`config.mk`:
```
export PLATFORM = sky130hd
export DESIGN_NAME = conv1_pixel_streamer
export DESIGN_NICKNAME = d
export VERILOG_FILES = /design/src/rtl/mnist_pkg.sv /design/src/rtl/conv1_pixel_streamer_frame_bank.sv /design/src/rtl/conv1_pixel_streamer.sv
export SDC_FILE = /design/constraint.sdc
export NUM_CORES = 1
export LEC_CHECK = 0
export CORE_ASPECT_RATIO = 0.6
export CORE_UTILIZATION = 47
export DETAILED_ROUTE_END_ITERATION = 10
export GPL_ROUTABILITY_DRIVEN = 0
export GPL_TIMING_DRIVEN = 0
export PLACE_DENSITY = 0.68
export SYNTH_ARGS = -nofsm -noshare
export SYNTH_HDL_FRONTEND = slang
export SYNTH_SLANG_ARGS = --single-unit
```
`constraint.sdc`:
```
create_clock -name clk -period 4.6 [get_ports clk]
set_input_delay 1.38 -clock clk [delete_from_list [all_inputs] [get_ports clk]]
set_output_delay 1.38 -clock clk [all_outputs]
set_load 0.01 [all_outputs]
```
`src/rtl/mnist_pkg.sv`:
```
// rtl/mnist_pkg.sv - shared MNIST image geometry and conv1 pixel streamer types
package mnist_pkg;

    localparam int IMG_W     = 28;
    localparam int IMG_H     = 28;
    localparam int PIX_CNT_W = $clog2(IMG_W * IMG_H);

    typedef enum logic {
        LOAD   = 1'b0,
        STREAM = 1'b1
    } streamer_state_t;

endpackage

```
`src/rtl/conv1_pixel_streamer_frame_bank.sv`:
```
// rtl/conv1_pixel_streamer_frame_bank.sv - WIDTH x HEIGHT bit image store, row write, bit read
module frame_bank #(
    parameter int WIDTH  = 28,
    parameter int HEIGHT = 28
) (
    input  logic                      clk,
    input  logic                      we,
    input  logic [$clog2(HEIGHT)-1:0] waddr,
    input  logic [WIDTH-1:0]          wdata,
    input  logic [$clog2(HEIGHT)-1:0] raddr_row,
    input  logic [$clog2(WIDTH)-1:0]  raddr_col,
    output logic                      rdata
);

    // Image content deliberately survives reset.
    logic [WIDTH-1:0] mem_q [HEIGHT];

    always_ff @(posedge clk) begin
        if (we) begin
            mem_q[waddr] <= wdata;
        end
    end

    assign rdata = mem_q[raddr_row][raddr_col];

endmodule

```
`src/rtl/conv1_pixel_streamer.sv`:
```
// rtl/conv1_pixel_streamer.sv - row loader and raster pixel streamer; CONV1_STREAMER_PINGPONG_EN adds a second bank
module conv1_pixel_streamer
    import mnist_pkg::*;
#(
    parameter int WIDTH  = IMG_W,
    parameter int HEIGHT = IMG_H
) (
    input  logic             clk,
    input  logic             rst,
    input  logic             row_valid,
    input  logic [WIDTH-1:0] row_data,
    output logic             row_ready,
    output logic             pixel_out,
    output logic             valid_out,
    output logic             sof_out,
    output logic             frame_done,
    output logic             busy
);

    localparam int CW = $clog2(WIDTH);
    localparam int RW = $clog2(HEIGHT);

    streamer_state_t state_q, state_d;
    logic [RW-1:0]   load_row_q, load_row_d;
    logic [CW-1:0]   col_q, col_d;
    logic [RW-1:0]   row_q, row_d;
    logic            pixel_q, pixel_d;
    logic            valid_q, valid_d;
    logic            sof_q, sof_d;
    logic            eof_q, eof_d;
    logic            done_q, done_d;
    logic            busy_q, busy_d;

    logic hs, last_hs, emit, rd_pixel, col_last, row_last;

    assign hs       = row_valid && row_ready;
    assign last_hs  = hs && (load_row_q == RW'(HEIGHT - 1));
    assign col_last = (col_q == CW'(WIDTH - 1));
    assign row_last = (row_q == RW'(HEIGHT - 1));

`ifdef CONV1_STREAMER_PINGPONG_EN
    // sel_q is the bank being streamed; the other bank takes rows.
    logic       sel_q, sel_d;
    logic       full_q, full_d;
    logic       b2b, rd_sel;
    logic [1:0] bank_bit;

    assign b2b       = (state_q == STREAM) && eof_q && (full_q || last_hs);
    assign rd_sel    = sel_q ^ b2b;
    assign row_ready = !full_q;
    assign rd_pixel  = bank_bit[rd_sel];

    frame_bank #(.WIDTH(WIDTH), .HEIGHT(HEIGHT)) u_bank0 (
        .clk       (clk),
        .we        (hs && sel_q),
        .waddr     (load_row_q),
        .wdata     (row_data),
        .raddr_row (row_q),
        .raddr_col (col_q),
        .rdata     (bank_bit[0])
    );

    frame_bank #(.WIDTH(WIDTH), .HEIGHT(HEIGHT)) u_bank1 (
        .clk       (clk),
        .we        (hs && !sel_q),
        .waddr     (load_row_q),
        .wdata     (row_data),
        .raddr_row (row_q),
        .raddr_col (col_q),
        .rdata     (bank_bit[1])
    );
`else
    assign row_ready = (state_q == LOAD);

    frame_bank #(.WIDTH(WIDTH), .HEIGHT(HEIGHT)) u_bank (
        .clk       (clk),
        .we        (hs),
        .waddr     (load_row_q),
        .wdata     (row_data),
        .raddr_row (row_q),
        .raddr_col (col_q),
        .rdata     (rd_pixel)
    );
`endif

    always_comb begin
        state_d    = state_q;
        load_row_d = load_row_q;
        col_d      = col_q;
        row_d      = row_q;
        pixel_d    = 1'b0;
        valid_d    = 1'b0;
        sof_d      = 1'b0;
        eof_d      = 1'b0;
        done_d     = 1'b0;
        emit       = 1'b0;
`ifdef CONV1_STREAMER_PINGPONG_EN
        sel_d      = sel_q;
        full_d     = full_q;
`endif

        if (hs) begin
            load_row_d = last_hs ? '0 : load_row_q + 1'b1;
        end

        unique case (state_q)
            LOAD: begin
                if (last_hs) begin
                    state_d = STREAM;
`ifdef CONV1_STREAMER_PINGPONG_EN
                    sel_d   = !sel_q;
`endif
                end
            end
            STREAM: begin
                // eof_q marks the cycle the last pixel is on the output.
                if (!eof_q) begin
                    emit = 1'b1;
`ifdef CONV1_STREAMER_PINGPONG_EN
                    if (last_hs) begin
                        full_d = 1'b1;
                    end
`endif
                end else begin
                    done_d = 1'b1;
`ifdef CONV1_STREAMER_PINGPONG_EN
                    if (b2b) begin
                        emit   = 1'b1;
                        sel_d  = !sel_q;
                        full_d = 1'b0;
                    end else begin
                        state_d = LOAD;
                    end
`else
                    state_d = LOAD;
`endif
                end
            end
            default: state_d = LOAD;
        endcase

        if (emit) begin
            valid_d = 1'b1;
            pixel_d = rd_pixel;
            sof_d   = (col_q == '0) && (row_q == '0);
            eof_d   = col_last && row_last;
            col_d   = col_last ? '0 : col_q + 1'b1;
            if (col_last) begin
                row_d = row_last ? '0 : row_q + 1'b1;
            end
        end
    end

    assign busy_d = valid_d;

    always_ff @(posedge clk) begin
        if (rst) begin
            state_q    <= LOAD;
            load_row_q <= '0;
            col_q      <= '0;
            row_q      <= '0;
            pixel_q    <= 1'b0;
            valid_q    <= 1'b0;
            sof_q      <= 1'b0;
            eof_q      <= 1'b0;
            done_q     <= 1'b0;
            busy_q     <= 1'b0;
`ifdef CONV1_STREAMER_PINGPONG_EN
            sel_q      <= 1'b0;
            full_q     <= 1'b0;
`endif
        end else begin
            state_q    <= state_d;
            load_row_q <= load_row_d;
            col_q      <= col_d;
            row_q      <= row_d;
            pixel_q    <= pixel_d;
            valid_q    <= valid_d;
            sof_q      <= sof_d;
            eof_q      <= eof_d;
            done_q     <= done_d;
            busy_q     <= busy_d;
`ifdef CONV1_STREAMER_PINGPONG_EN
            sel_q      <= sel_d;
            full_q     <= full_d;
`endif
        end
    end

    assign pixel_out  = pixel_q;
    assign valid_out  = valid_q;
    assign sof_out    = sof_q;
    assign frame_done = done_q;
    assign busy       = busy_q;

endmodule

```
==> key figures, run 1 <==
Floorplanning
  • I/O pins: 37
  • Area of the core: about 66000 um^2
  • DIE HEIGHT: approximately 200 um
  • Initial core utilization: 0.475
  • Die width: between 300 and 400 um
  • Die area: between 60000 and 70000 um^2
  • Rows: 73

Timing
  • Max Fclk: roughly 240 MHz
  • Skew final: around 0.025 ns
  • Final hold viol count: 0
  • Crit path time final: approximately 4.1 ns
  • RSZ-0062 raised after global routing: false
  • Final Max Slew Viols: 0
  • Rel. slew slack: 0.0470
  • Final Cycle Share: 0.896
  • Endpoints failing setup: 0
  • Slew at the pin closest to its max-slew limit: between 1 and 1.5 ns

Global route
  • Total GRT Usage: 0.282
  • First-pass GRT wire length: ~130000 um
  • Largest net degree at the start of global routing: 29
  • Vias in the first global route: approximately 17000
  • Initial antenna violation count: 1
  • GRT Residual Overflow: 0

Clock network
  • Post-CTS setup buffers: 0
  • Root Buffer: clkbuf_16
  • Cells resized by post-CTS repair: 0
  • Htree depth: 3
  • Clk buf depth: 3
  • Clock sink count: 810
  • CTS tree: done
  • CTS Buf Count: 71
  • # hold bufs at CTS: 0
  • Worst-Skew Late Latency: about 0.61 ns
  • CTS clk-pin slew, worst paths: roughly 0.07 ns

Route
  • Final ANT Viol Nets: 0
  • DRC Markers: 0
  • Vias: between 15000 and 20000
  • Final wirelength: roughly 94000 um
  • Wire length per cell: around 36 um
  • Detailed Routing Iterations Pass 1: 5
  • Starting DRC count in detailed routing: between 2000 and 3000
  • Drt via density: 6.62

Placement
  • DP Area: ~34000 um^2
  • I/O Buffers: 35
  • Post-DP HPWL: 62100 um
  • Placed Cells: around 2500

Pwr
  • Seq pwr share: 0.571
  • Psw: ~2.8 mW
  • Switching part of the total: 0.198
  • Power Dens Cells: 396 nW/um^2
  • Worst vdd ir: around 0.28 mV
  • Internal power: roughly 11 mW
  • Logic pwr share: 0.018
  • Pleak: 11.0 nW
  • Clock share of power: 0.411

Outcome
  • Status: completed

Worst setup path
  • R2r worst-path depth: 9
  • RR Endpoint: pixel_out
  • CP max stage delay: about 0.8 ns
  • Crit path buf inv count: 4
  • Slowest CP cell: clkbuf_1
  • Worst Path Required: between 5 and 6 ns
  • Top delay family on crit path: buffers and inverters
  • Worst Path Max Fanout: 10
  • Crit path kind: register to register
  • Worst Path Arrival: between 4 and 5 ns
  • R2r setup slk: 0.48 ns
  • CP startpoint kind: register
  • CP endpoint kind: register
  • Cell Chain, Critical Path: buf_2, inv_1, clkbuf_1, buf_1, a311oi_1, a221oi_1, nand2_1, o2111ai_1, a41oi_1

Worst hold path
  • Min-delay src: state_q
  • Hold/Removal Path Class: register to register
  • Hold Crit Endpoint: frame_done
  • Hold path depth: 2

Yosys
  • Most common flop cell mapped by yosys: edfxtp_1
  • Post-synthesis register bit count: just over 800
  • Post-synth design cell area: around 31000 um^2
  • Synth Warn #: 0
  • Post-Syn Instances: approximately 1500
  • Async SR Flop Fraction: 0
  • Sequential share of the synthesized area: 0.765
  • Post-synth EDFFs: 784
  • Distinct cell type count after synthesis: 68
  • Syn nets: 1550
  • Syn Area/Cell: roughly 21 um^2

Cells and area
  • Fill count: 5000
  • Nets: around 1700
  • Area occupied by multi-input gates: around 7000 um^2
  • Area grow syn2layout: 14.5%
  • Storage cell area: between 20000 and 25000 um^2
  • Layout cells sized above 1: 0.242
  • Post-route cell area: ~36000 um^2
  • Post-Layout Cell Count: roughly 2600

Flow run
  • Max-Cap Viols: 0
-- state kept, by name, indices dropped and copies added (netlist names), named ones only --
name and count:
busy 1, col_q 5, eof_q 1, frame_done 1
load_row_q 5, pixel_out 1, row_q 5, sof_out 1
state_q 1, u_bank.mem_q 784
-- cell usage after synthesis (3+ instances only) --
| master | instances | share of area |
|---|---|---|
| o2111ai_1 | 6 | 0.0017 |
| ha_1 | 8 | 0.0032 |
| o211ai_1 | 8 | 0.0019 |
| mux2_2 | 8 | 0.0029 |
| clkbuf_1 | 23 | 0.0027 |
| a21oi_1 | 21 | 0.0033 |
| dfxtp_1 | 26 | 0.017 |
| o21ai_1 | 3 | 0.00048 |
| o32ai_1 | 3 | 0.00084 |
| buf_2 | 27 | 0.0043 |
| a22o_1 | 6 | 0.0017 |
| edfxtp_1 | 784 | 0.75 |
| nand3b_1 | 4 | 0.00095 |
| buf_6 | 14 | 0.0050 |
| nor2b_1 | 16 | 0.0032 |
| and3_1 | 3 | 0.00060 |
| xor2_1 | 4 | 0.0011 |
| nor3_1 | 14 | 0.0022 |
| buf_4 | 13 | 0.0031 |
| buf_1 | 3 | 0.00036 |
| o22ai_1 | 5 | 0.00099 |
| mux2i_1 | 35 | 0.011 |
| nand4_1 | 14 | 0.0028 |
| nor3b_1 | 4 | 0.00095 |
| a311oi_1 | 3 | 0.00084 |
| a31oi_1 | 10 | 0.0020 |
| xnor2_1 | 3 | 0.00084 |
| mux4_2 | 187 | 0.13 |
| inv_1 | 10 | 0.0012 |
| a22oi_1 | 18 | 0.0043 |
| nor2_1 | 68 | 0.0081 |
| o21ai_0 | 6 | 0.00095 |
| nand3_1 | 27 | 0.0043 |
| nand2_1 | 74 | 0.0088 |
| nand2b_1 | 6 | 0.0012 |
-- worst min-delay path, cell delays in order (launching register included) --
cell,delay [ns]
dfxtp_1,0.34
nand2_1,0.07
nor2_1,0.04
-- power by group through the flow --
stage / Combinational (mW) / Clock [mW] / Sequential [mW]
3_3_place_gp: 0.221 / 0 / 8.30
2_1_floorplan: 0.0678 / 0 / 8.29
6_report: 0.260 / 5.87 / 8.14
5_1_grt: 0.273 / 6.14 / 8.14
4_1_cts: 0.253 / 5.87 / 8.14
3_5_place_dp: 0.252 / 0 / 8.30
-- final cells by class --
class	count	share of cell area
Sequential cell	810	0.668
Multi-Input combinational cell	606	0.195
Clock buffer	87	0.0522
Tap cell	900	0.0313
Timing Repair Buffer	67	0.0288
Buffer	82	0.0144
Clock inverter	35	0.00882
Inverter	13	0.00135
Antenna cell	1	0.0000695
-- cells in the final DEF, fill, tap and decap left out, types with 14 or more instances in the layout --
| cell type | n |
|---|---|
| nand3_1 | 27 |
| nand2_1 | 74 |
| a21oi_1 | 21 |
| nor3_1 | 14 |
| nor2_1 | 40 |
| buf_6 | 14 |
| nor2b_1 | 15 |
| clkbuf_16 | 73 |
| edfxtp_1 | 784 |
| nor2_4 | 28 |
| buf_2 | 27 |
| buf_12 | 26 |
| clkbuf_1 | 37 |
| nand4_1 | 14 |
| mux2i_1 | 35 |
| a22oi_1 | 18 |
| mux4_2 | 187 |
| clkdlybuf4s50_1 | 35 |
| dfxtp_1 | 26 |
| clkinv_1 | 18 |
-- worst max path at each step --
stage                           to  startpoint  cells after the start
6_report                 pixel_out    register                      9
5_1_grt                  pixel_out    register                      9
4_1_cts                  pixel_out    register                     11
3_5_place_dp   u_bank.mem_q[23][1]   row_valid                      6
3_3_place_gp   u_bank.mem_q[5][27]   row_valid                      5
2_1_floorplan        load_row_q[1]   row_valid                      7
-- per-stage QoR --
| step | setup TNS, ns | hold slack (ns) | util | total power [mW] | setup slack (ns) |
|---|---|---|---|---|---|
| after global routing | 0 | 0.506 | 0.544 | 14.5 | 0.476 |
| after CTS | 0 | 0.474 | 0.544 | 14.3 | 0.685 |
| after floorplan | 0 | 0.430 | - | 8.36 | 0.921 |
| final | 0 | 0.481 | 0.544 | 14.3 | 0.480 |
| after global placement | -1289.83 | 0.448 | 0.497 | 8.52 | -2.10 |
| after detailed placement | 0 | 0.460 | 0.511 | 8.55 | 0.319 |
-- cell families after synthesis --
| group | Yosys count | synth area share |
|---|---|---|
| flip-flops | 810 | 0.765 |
| adder cells (fa/ha/maj) | 8 | 0.00318 |
| AO/OA/AOI/OAI | 113 | 0.0260 |
| XOR/XNOR | 7 | 0.00195 |
| multiplexers | 231 | 0.148 |
| buffers and inverters | 95 | 0.0180 |
| AND/OR/NAND/NOR | 247 | 0.0375 |
-- layer usage --
layer / vias to the layer above / GRT usage / share of wire / routed length (um)
met5: - / 0 / 0.00014 / 13
met4: 2 / 0.0747 / 0.028 / 2660
met3: 186 / 0.119 / 0.17 / 16200
met2: 1509 / 0.374 / 0.40 / 37800
met1: 8965 / 0.426 / 0.40 / 37700
li1: 6556 / - / - / -
No activity file was read; power rests on OpenSTA's default activity.
==> run 2, diff against run 1 <==
--- a/config.mk
+++ b/config.mk
@@ -10,7 +10,9 @@
 export DETAILED_ROUTE_END_ITERATION = 10
 export GPL_ROUTABILITY_DRIVEN = 0
 export GPL_TIMING_DRIVEN = 0
+export MAX_ROUTING_LAYER = met4
 export PLACE_DENSITY = 0.68
+export SKIP_CTS_REPAIR_TIMING = 1
 export SYNTH_ARGS = -nofsm -noshare
 export SYNTH_HDL_FRONTEND = slang
 export SYNTH_SLANG_ARGS = --single-unit
==> run 2 against run 1 <==
Non-clock buffer count did not move. Final area about the same. Die area unchanged. Global-route usage rose by 0.91 points. First-iteration DRC count is 4.0% higher. Sequential cell count is the same. Power is essentially flat. Setup slack worse by 0.025 ns. Critical endpoint unchanged.
==> key figures, run 2 (synthesized netlist as in run 1, its figures left out) <==
Placement
  • DP Area: 33800 um^2 (unchanged)
  • Post-DP HPWL: 62100 um (unchanged)
  • Placed Cells: 2478 (unchanged)
  • Dpl ws: 0.319 ns (unchanged)
  • I/O Buffers: 35 (unchanged)

Clock network
  • Worst-Skew Late Latency: 0.61 ns (about the same)
  • CTS clk-pin slew, worst paths: 0.07 ns (about the same)
  • CTS tree: done
  • Clk buf depth: 3 (unchanged)
  • Clock sink count: 810 (unchanged)
  • Root Buffer: clkbuf_16
  • Htree depth: 3 (unchanged)
  • CTS Buf Count: 71 (unchanged)

Pwr
  • Internal power: 11.4 mW (about the same)
  • Power Dens Cells: 396 nW/um^2 (about the same)
  • Switching part of the total: 0.198 (about the same)
  • Clock share of power: 0.411 (about the same)
  • Pleak: 11.0 nW (unchanged)
  • Psw: 2.83 mW (about the same)
  • Worst vdd ir: 0.277 mV (+0.35%)
  • Logic pwr share: 0.018 (about the same)
  • Seq pwr share: 0.570 (about the same)

Route
  • Final ANT Viol Nets: 0 (unchanged)
  • DRC Markers: 0 (unchanged)
  • Drt via density: 6.64 (+0.28%)
  • Wire length per cell: 36.3 um (+0.13%)
  • Vias: 17300 (+0.32%)
  • Detailed Routing Iterations Pass 1: 6 (+1)
  • Final wirelength: 94500 um (+0.17%)
  • Starting DRC count in detailed routing: 3106 (+4.0%)

Timing
  • Max Fclk: 241 MHz (-0.61%)
  • Slew at the pin closest to its max-slew limit: 1.39 ns (-0.0362 ns)
  • RSZ-0062 raised after global routing: false
  • Final hold viol count: 0 (unchanged)
  • Endpoints failing setup: 0 (unchanged)
  • Crit path time final: 4.15 ns (+0.0251 ns)
  • Fin worst setup slack: 0.454 ns (-0.0251 ns)
  • Skew final: 0.0198 ns (-0.00508 ns)
  • Final Cycle Share: 0.901 (+0.00547)
  • Final Max Slew Viols: 0 (unchanged)
  • Rel. slew slack: 0.0712 (+0.0241)
  • Sum of negative setup slack: 0 ns (unchanged)

Worst hold path
  • Hold/Removal Path Class: register to register
  • Min-delay src: state_q

Global route
  • Largest net degree at the start of global routing: 29 (unchanged)
  • GRT Residual Overflow: 0 (unchanged)
  • Vias in the first global route: 16500 (-0.030%)
  • Initial antenna violation count: 1 (unchanged)
  • Total GRT Usage: 0.292 (+0.00913)
  • First-pass GRT wire length: 130000 um (+0.18%)

Floorplanning
  • Die area: 68000 um^2 (unchanged)
  • DIE HEIGHT: 202 um (unchanged)
  • Rows: 73 (unchanged)
  • Initial core utilization: 0.475 (unchanged)
  • Die width: 336 um (unchanged)
  • Area of the core: 66200 um^2 (unchanged)
  • I/O pins: 37 (unchanged)

Worst setup path
  • CP startpoint kind: register
  • Cell Chain, Critical Path: buf_2, inv_1, clkbuf_1, buf_1, a311oi_1, a221oi_1, nand2_1, o2111ai_1, a41oi_1
  • Crit path buf inv count: 4 (unchanged)
  • Worst Path Arrival: 4.57 ns (+0.02 ns)
  • Crit path kind: register to register
  • CP max stage delay: 0.80 ns (about the same)
  • Worst Path Required: 5.03 ns (about the same)
  • Worst Path Max Fanout: 10 (unchanged)
  • CP endpoint kind: register
  • Slowest CP cell: clkbuf_1
  • Top delay family on crit path: buffers and inverters

Cells and area
  • Post-route cell area: 36000 um^2 (about the same)
  • Area grow syn2layout: 14.6% (about the same)
  • Storage cell area: 24100 um^2 (unchanged)
  • Commonest cells after routing, fill and taps aside: edfxtp_1, mux4_2, nand2_1
  • Area occupied by multi-input gates: 7030 um^2 (unchanged)
  • Layout cells sized above 1: 0.242 (unchanged)
  • Post-Layout Cell Count: 2602 (+0.038%)
  • Largest register FFs: 784 (unchanged)
  • Most common cell after layout, fill and taps aside: edfxtp_1
  • Nets: 1690 (unchanged)
  • Biggest register: u_bank.mem_q
  • Fill count: 4999 (-0.020%)

Outcome
  • Status: completed

Flow run
  • Max-Cap Viols: 0 (unchanged)
==> run 2: cell count changes in the layout (fill, tap and decap cells not counted), sizes merged <==
cell / delta
diode: +1
==> run 2: area by class of cell <==
type	instances	area share
flip-flops and latches	810	0.668
multi-input cells	606	0.195
clock buffers	87	0.0522
well taps	900	0.0313
repair buffers	67	0.0288
plain buffers	82	0.0144
clock inverters	35	0.00882
inverters	13	0.00135
diodes	2	0.000139
==> run 2: worst reg2reg max path, delay by kind of cell (launching register included) <==
family | cells | cell delay [ns]
buffers and inverters | 4 | 2.29
AND/OR/NAND/NOR | 1 | 0.14
AO/OA/AOI/OAI | 4 | 1.16
flip-flops | 1 | 0.37
==> run 2: layer usage <==
layer,up-vias,GRT usage,share of wire
met5,-,-,0
met4,0,0.0722,0.027
met3,194,0.117,0.17
met2,1387,0.375,0.40
met1,9122,0.429,0.40
li1,6570,-,-
==> run 2: power groups by stage <==
| stage | sequential (mW) | clock, mW | combinational, mW |
|---|---|---|---|
| after floorplan | 8.29 | 0 | 0.0678 |
| after global placement | 8.30 | 0 | 0.221 |
| after detailed placement | 8.30 | 0 | 0.252 |
| after CTS | 8.14 | 5.87 | 0.253 |
| after global routing | 8.14 | 6.14 | 0.273 |
| final | 8.14 | 5.87 | 0.259 |
==> run 2: worst paths after layout <==
kind         cells past startpoint          to  slack, ns
min reg2reg                      2  frame_done       0.48
max                              9   pixel_out       0.45
min                              2  frame_done       0.48
max reg2reg                      9   pixel_out       0.45
==> run 2: through the flow <==
stage	hold WS [ns]	total power, mW	util
6_report	0.478	14.3	0.544
2_1_floorplan	0.430	8.36	-
4_1_cts	0.474	14.3	0.544
3_5_place_dp	0.460	8.55	0.511
3_3_place_gp	0.448	8.52	0.497
5_1_grt	0.506	14.6	0.544
